===== src/rtl/xadc_drp_arbiter.sv =====
// Round-robin arbiter sharing one XADC DRP port between N_REQ requesters.
// One transaction is outstanding at a time; each response is routed back to the requester that issued it.
module xadc_drp_arbiter #(
    parameter int unsigned N_REQ   = 2,
    parameter int unsigned ADDR_W  = 7,
    parameter int unsigned DATA_W  = 16,
    parameter int unsigned TIMEOUT = 255
) (
    input  logic                      clk,
    input  logic                      rst_n,
    input  logic [N_REQ-1:0]          req_valid,
    input  logic [N_REQ*ADDR_W-1:0]   req_addr,
    input  logic [N_REQ-1:0]          req_we,
    input  logic [N_REQ*DATA_W-1:0]   req_wdata,
    output logic [N_REQ-1:0]          req_ready,
    output logic [N_REQ-1:0]          rsp_valid,
    output logic [DATA_W-1:0]         rsp_data,
    output logic                      rsp_err,
    output logic                      drp_den,
    output logic                      drp_dwe,
    output logic [ADDR_W-1:0]         drp_daddr,
    output logic [DATA_W-1:0]         drp_di,
    input  logic [DATA_W-1:0]         drp_do,
    input  logic                      drp_drdy
);

    localparam int unsigned IDX_W = (N_REQ > 1) ? $clog2(N_REQ) : 1;
    localparam int unsigned CNT_W = 16;
    localparam logic [N_REQ-1:0] ONE_HOT0 = {{(N_REQ-1){1'b0}}, 1'b1};

    typedef enum logic [1:0] {IDLE, ISSUE, WAIT, RESP} state_t;

    state_t             state;
    logic [IDX_W-1:0]   last_grant;
    logic [IDX_W-1:0]   gnt_idx;
    logic [IDX_W-1:0]   win;
    logic               win_found;
    logic               lat_we;
    logic [CNT_W-1:0]   cnt;

    logic [ADDR_W-1:0]  addr_a  [N_REQ];
    logic [DATA_W-1:0]  wdata_a [N_REQ];

    for (genvar g = 0; g < N_REQ; g++) begin : g_unpack
        assign addr_a[g]  = req_addr[g*ADDR_W +: ADDR_W];
        assign wdata_a[g] = req_wdata[g*DATA_W +: DATA_W];
    end

    // First valid requester after last_grant, wrapping around.
    always_comb begin
        int unsigned idx;
        idx       = 0;
        win       = '0;
        win_found = 1'b0;
        for (int unsigned k = 1; k <= N_REQ; k++) begin
            idx = (32'(last_grant) + k) % N_REQ;
            if (!win_found && req_valid[IDX_W'(idx)]) begin
                win       = IDX_W'(idx);
                win_found = 1'b1;
            end
        end
    end

    assign req_ready = (state == IDLE && win_found) ? (ONE_HOT0 << win) : '0;

    always_ff @(posedge clk) begin
        if (!rst_n) begin
            state      <= IDLE;
            last_grant <= IDX_W'(N_REQ - 1);
            gnt_idx    <= '0;
            lat_we     <= 1'b0;
            cnt        <= '0;
            rsp_valid  <= '0;
            rsp_data   <= '0;
            rsp_err    <= 1'b0;
            drp_den    <= 1'b0;
            drp_dwe    <= 1'b0;
            drp_daddr  <= '0;
            drp_di     <= '0;
        end else begin
            case (state)
                IDLE: begin
                    if (win_found) begin
                        gnt_idx    <= win;
                        last_grant <= win;
                        lat_we     <= req_we[win];
                        drp_daddr  <= addr_a[win];
                        drp_di     <= wdata_a[win];
                        drp_den    <= 1'b1;
                        drp_dwe    <= req_we[win];
                        state      <= ISSUE;
                    end
                end
                ISSUE: begin
                    drp_den <= 1'b0;
                    drp_dwe <= 1'b0;
                    cnt     <= '0;
                    state   <= WAIT;
                end
                WAIT: begin
                    cnt <= cnt + CNT_W'(1);
                    // drdy takes precedence over a coincident timeout
                    if (drp_drdy) begin
                        rsp_data  <= lat_we ? '0 : drp_do;
                        rsp_err   <= 1'b0;
                        rsp_valid <= ONE_HOT0 << gnt_idx;
                        state     <= RESP;
                    end else if (cnt == CNT_W'(TIMEOUT - 1)) begin
                        rsp_data  <= '0;
                        rsp_err   <= 1'b1;
                        rsp_valid <= ONE_HOT0 << gnt_idx;
                        state     <= RESP;
                    end
                end
                RESP: begin
                    rsp_valid <= '0;
                    state     <= IDLE;
                end
                default: state <= IDLE;
            endcase
        end
    end

endmodule

===== config.mk =====
export PLATFORM = sky130hd
export DESIGN_NAME = xadc_drp_arbiter
export DESIGN_NICKNAME = d
export VERILOG_FILES = /design/src/rtl/xadc_drp_arbiter.sv
export SDC_FILE = /design/constraint.sdc
export NUM_CORES = 1
export LEC_CHECK = 0
export ABC_AREA = 1
export CAP_MARGIN = 20
export CORE_UTILIZATION = 46
export CTS_BUF_LIST = sky130_fd_sc_hd__clkbuf_8
export CTS_CLUSTER_DIAMETER = 60
export DETAILED_ROUTE_END_ITERATION = 8
export GPL_TIMING_DRIVEN = 1
export PLACE_DENSITY = 0.92
export SLEW_MARGIN = 20
export SYNTH_ARGS = -nofsm -noshare
export SYNTH_HDL_FRONTEND = slang
export SYNTH_SLANG_ARGS = --single-unit
export TNS_END_PERCENT = 100

===== constraint.sdc =====
create_clock -name clk -period 1.9 [get_ports clk]
set_clock_uncertainty 0.05 [all_clocks]
set_input_delay 0.285 -clock clk [delete_from_list [all_inputs] [get_ports clk]]
set_output_delay 0.285 -clock clk [all_outputs]
set_load 0.05 [all_outputs]

==> flow_summary.yaml <==
status:
  outcome: "complete, but fails checks"
  violations: "design-rule violations"
yosys:
  synth_nets: 550
  ys_warn_count: 0
  synth_top_area_share_pct: 41.5
  ys_types: 27
  yosys-top-cells-area: "dfxtp_1, nand2_1, nor2_1, a21oi_1, nand3_1"
  synth-main-ff-cell: "dfxtp_1"
  synth_top_area_cell: "dfxtp_1"
  syn_inst: 474
  synth_seq_area_share_pct: 41.5
  avgSynthCellArea_um2: 6.61
  synth_edf_count: 0
  synthArstFlopShare_pct: 0
  synth_area_um2: 3140
  ys_seq_elements: 65
timing:
  worst_pin_slew_ns: 0.531
  setup_viol: 0
  max_freq_ghz: 0.540
  max-slew-margin-rel_pct: 64.5
  setup_tns_ns: 0
  slew_violations: 0
  setup_ws_ns: 0.0471
  period_share_pct: 97.5
  period_minus_slack_ns: 1.85
  final-hold-violation-count: 0
route:
  dr.first_iter.drc_count: 178
  routed_wl_um: 8240
  avgRoutedWirePerCell_um: 12.2
  first_pass_iters: 7
  via_per_inst: 5.00
  ant_nets: 0
  vias: 3388
  drc: 6
pwr:
  switchingPower_uw: 2510
  p_clk_share_pct: 18.4
  ir_worst_vdd_mv: 0.747
  powerDensity_nw_per_um2: 1220
  p_seq_share_pct: 32.1
  switching_share_pct: 44.8
  p_int_uw: 3090
  comb_power_share_pct: 49.5
  p_leak_uw: 0.00205
finish:
  ff_latch_area_um2: 1300
  diodes: 0
  final_cell_mix: "nand2_1, clkdlybuf4s50_1, dfxtp_1"
  multi_input_area_um2: 1630
  syn_to_final_growth_pct: 47.1
  fill_cells: 491
  mostFrequentLayoutCell: "nand2_1"
  fin_nets: 672
  stdcell_count: 678
  drive_gt1_share_pct: 9.48
  design_area_um2: 4610
clocking:
  clkSinkCount: 65
  clk_latency_ns: 0.34
  clockRootBuffer: "clkbuf_8"
  cts_buffer_depth: 2
  cts_tree: "done"
  cts.clk_slew.worst_paths_ns: 0.07
  htreeDepth: 3
  hold_buffers: 0
  cts_buffers: 9
global_routing:
  grt_max_degree: 34
  grt_pass1_wl_um: 13600
  grt.total_usage_pct: 23.7
  overflow: 0
  antenna_found_initial: 0
  grt_pass1_vias: 3157
die:
  ios: 115
  placeableCoreArea_um2: 6460
  core.rowCount: 29
  die_w_um: 84.6
  dieArea_um2: 7150
  start_util_pct: 48.5
  die_h_um: 84.6
run:
  cap_violations: 0
worst_setup_path:
  critPathSlowestCell: "clkdlybuf4s50_1"
  crit_path_end_kind: "output pin"
  cp_num_buf_inv: 1
  cpPeakStageDelay_ns: 0.82
  crit_type: "flip-flop to output pin"
  crit_family: "buffers and inverters"
  cp_cell_sequence: "clkdlybuf4s50_1"
  arrival_ns: 1.52
  start_kind: "flip-flop"
  regToRegEndpoint: "cnt[15]$_SDFFE_PN0P_"
  reg2reg_slack_ns: 0.19
  r2r-start: "state[0]$_SDFFE_PN0P_"
  crit_fanout: 2
  worstPathRequired_ns: 1.56
  reg2reg_depth: 9
hold_path:
  min_from: "drp_di[8]$_SDFFE_PN0P_"
  hp-class: "flip-flop to flip-flop"
  hold_end: "drp_di[8]$_SDFFE_PN0P_"
  worstHoldPathCells: 2
placed_design:
  place_inst: 661
  place_hpwl_um: 5950
  dp_slack_ns: 0.0430
  placed_cell_area_um2: 4400
  io_buffer_count: 114
  routabilityCongestion: 0.826
[final cells by class]
type	count	area share [%]
flip-flops and latches	65	28.2
clock inverters	7	1.00
repair buffers	133	28.4
well taps	77	2.09
clock buffers	9	2.69
inverters	27	2.25
multi-input cells	360	35.3
[metrics by stage]
stage	util, %	power, µW	hold slack (ns)
after detailed placement	68.1	4490	0.403
after global routing	71.4	5920	0.445
after global placement	68.1	4430	0.397
after CTS	70.8	5570	0.413
after floorplan	-	3630	0.373
final	71.4	5600	0.411
[Yosys cell counts (3+ instances only)]
cell type	instances
nand3_1	33
ha_1	7
nor3_1	4
nor2_1	61
buf_6	5
inv_2	3
o21ai_0	8
inv_1	23
nand2_2	5
nand2_1	185
clkbuf_1	8
a21oi_1	40
buf_2	8
nand4_1	3
dfxtp_1	65
[worst max path at each step]
stage | startpoint | to | slack [ns] | cells past startpoint
after floorplan | req_valid[1] | gnt_idx$_SDFFE_PN0P_ | 0.05 | 6
after global placement | req_valid[0] | req_ready[0] | 0.08 | 8
after detailed placement | req_valid[0] | req_ready[0] | 0.04 | 8
after CTS | state[0]$_SDFFE_PN0P_ | req_ready[1] | 0.005 | 5
after global routing | state[0]$_SDFFE_PN0P_ | req_ready[0] | -0.009 | 7
final | drp_di[15]$_SDFFE_PN0P_ | drp_di[15] | 0.05 | 1
[cell families (layout without fill, tap and decap cells)]
kind of cell | Yosys count | in the layout | share of synthesized area [%]
fa+ha+maj | 7 | 7 | 2.79
buf+inv | 49 | 176 | 7.46
flops | 65 | 65 | 41.5
compound gates | 52 | 52 | 8.82
simple gates | 301 | 301 | 39.4
[metal layers]
| metal | routed length [µm] | GRT usage, % | vias up |
|---|---|---|---|
| li1 | - | - | 1732 |
| met1 | 3350 | 26.1 | 1505 |
| met2 | 4090 | 41.0 | 125 |
| met3 | 587 | 7.37 | 26 |
| met4 | 214 | 12.5 | 0 |
| met5 | 0 | 0 | - |
[what timing repair did]
action | CTS | global route
setup endpoints to repair | 1 | 16
pin swaps | 1 | 1
setup buffers | 1 | 0
resized for setup | 0 | 10
[power by group through the flow]
| stage | Sequential, µW | Combinational [µW] | Clock [µW] |
|---|---|---|---|
| 2_1_floorplan | 2500 | 1130 | 0 |
| 3_3_place_gp | 1800 | 2630 | 0 |
| 3_5_place_dp | 1810 | 2680 | 0 |
| 4_1_cts | 1790 | 2730 | 1050 |
| 5_1_grt | 1830 | 2970 | 1120 |
| 6_report | 1800 | 2770 | 1030 |
[sequential cells by signal, indices dropped and copies added, names as in the netlist]
name        count
lat_we          1
drp_dwe         1
rsp_valid       2
state           2
drp_daddr       7
cnt            16
rsp_err         1
drp_di         16
gnt_idx         1
rsp_data       16
last_grant      1
drp_den         1
[tightest hold or removal path, delay by kind of cell, from the launching register on]
kind	cells	cell delay [ns]
AOI/OAI and AO/OA	1	0.05
and+or+nand+nor	1	0.06
DFF	1	0.31
(Power assumes the default switching activity.)
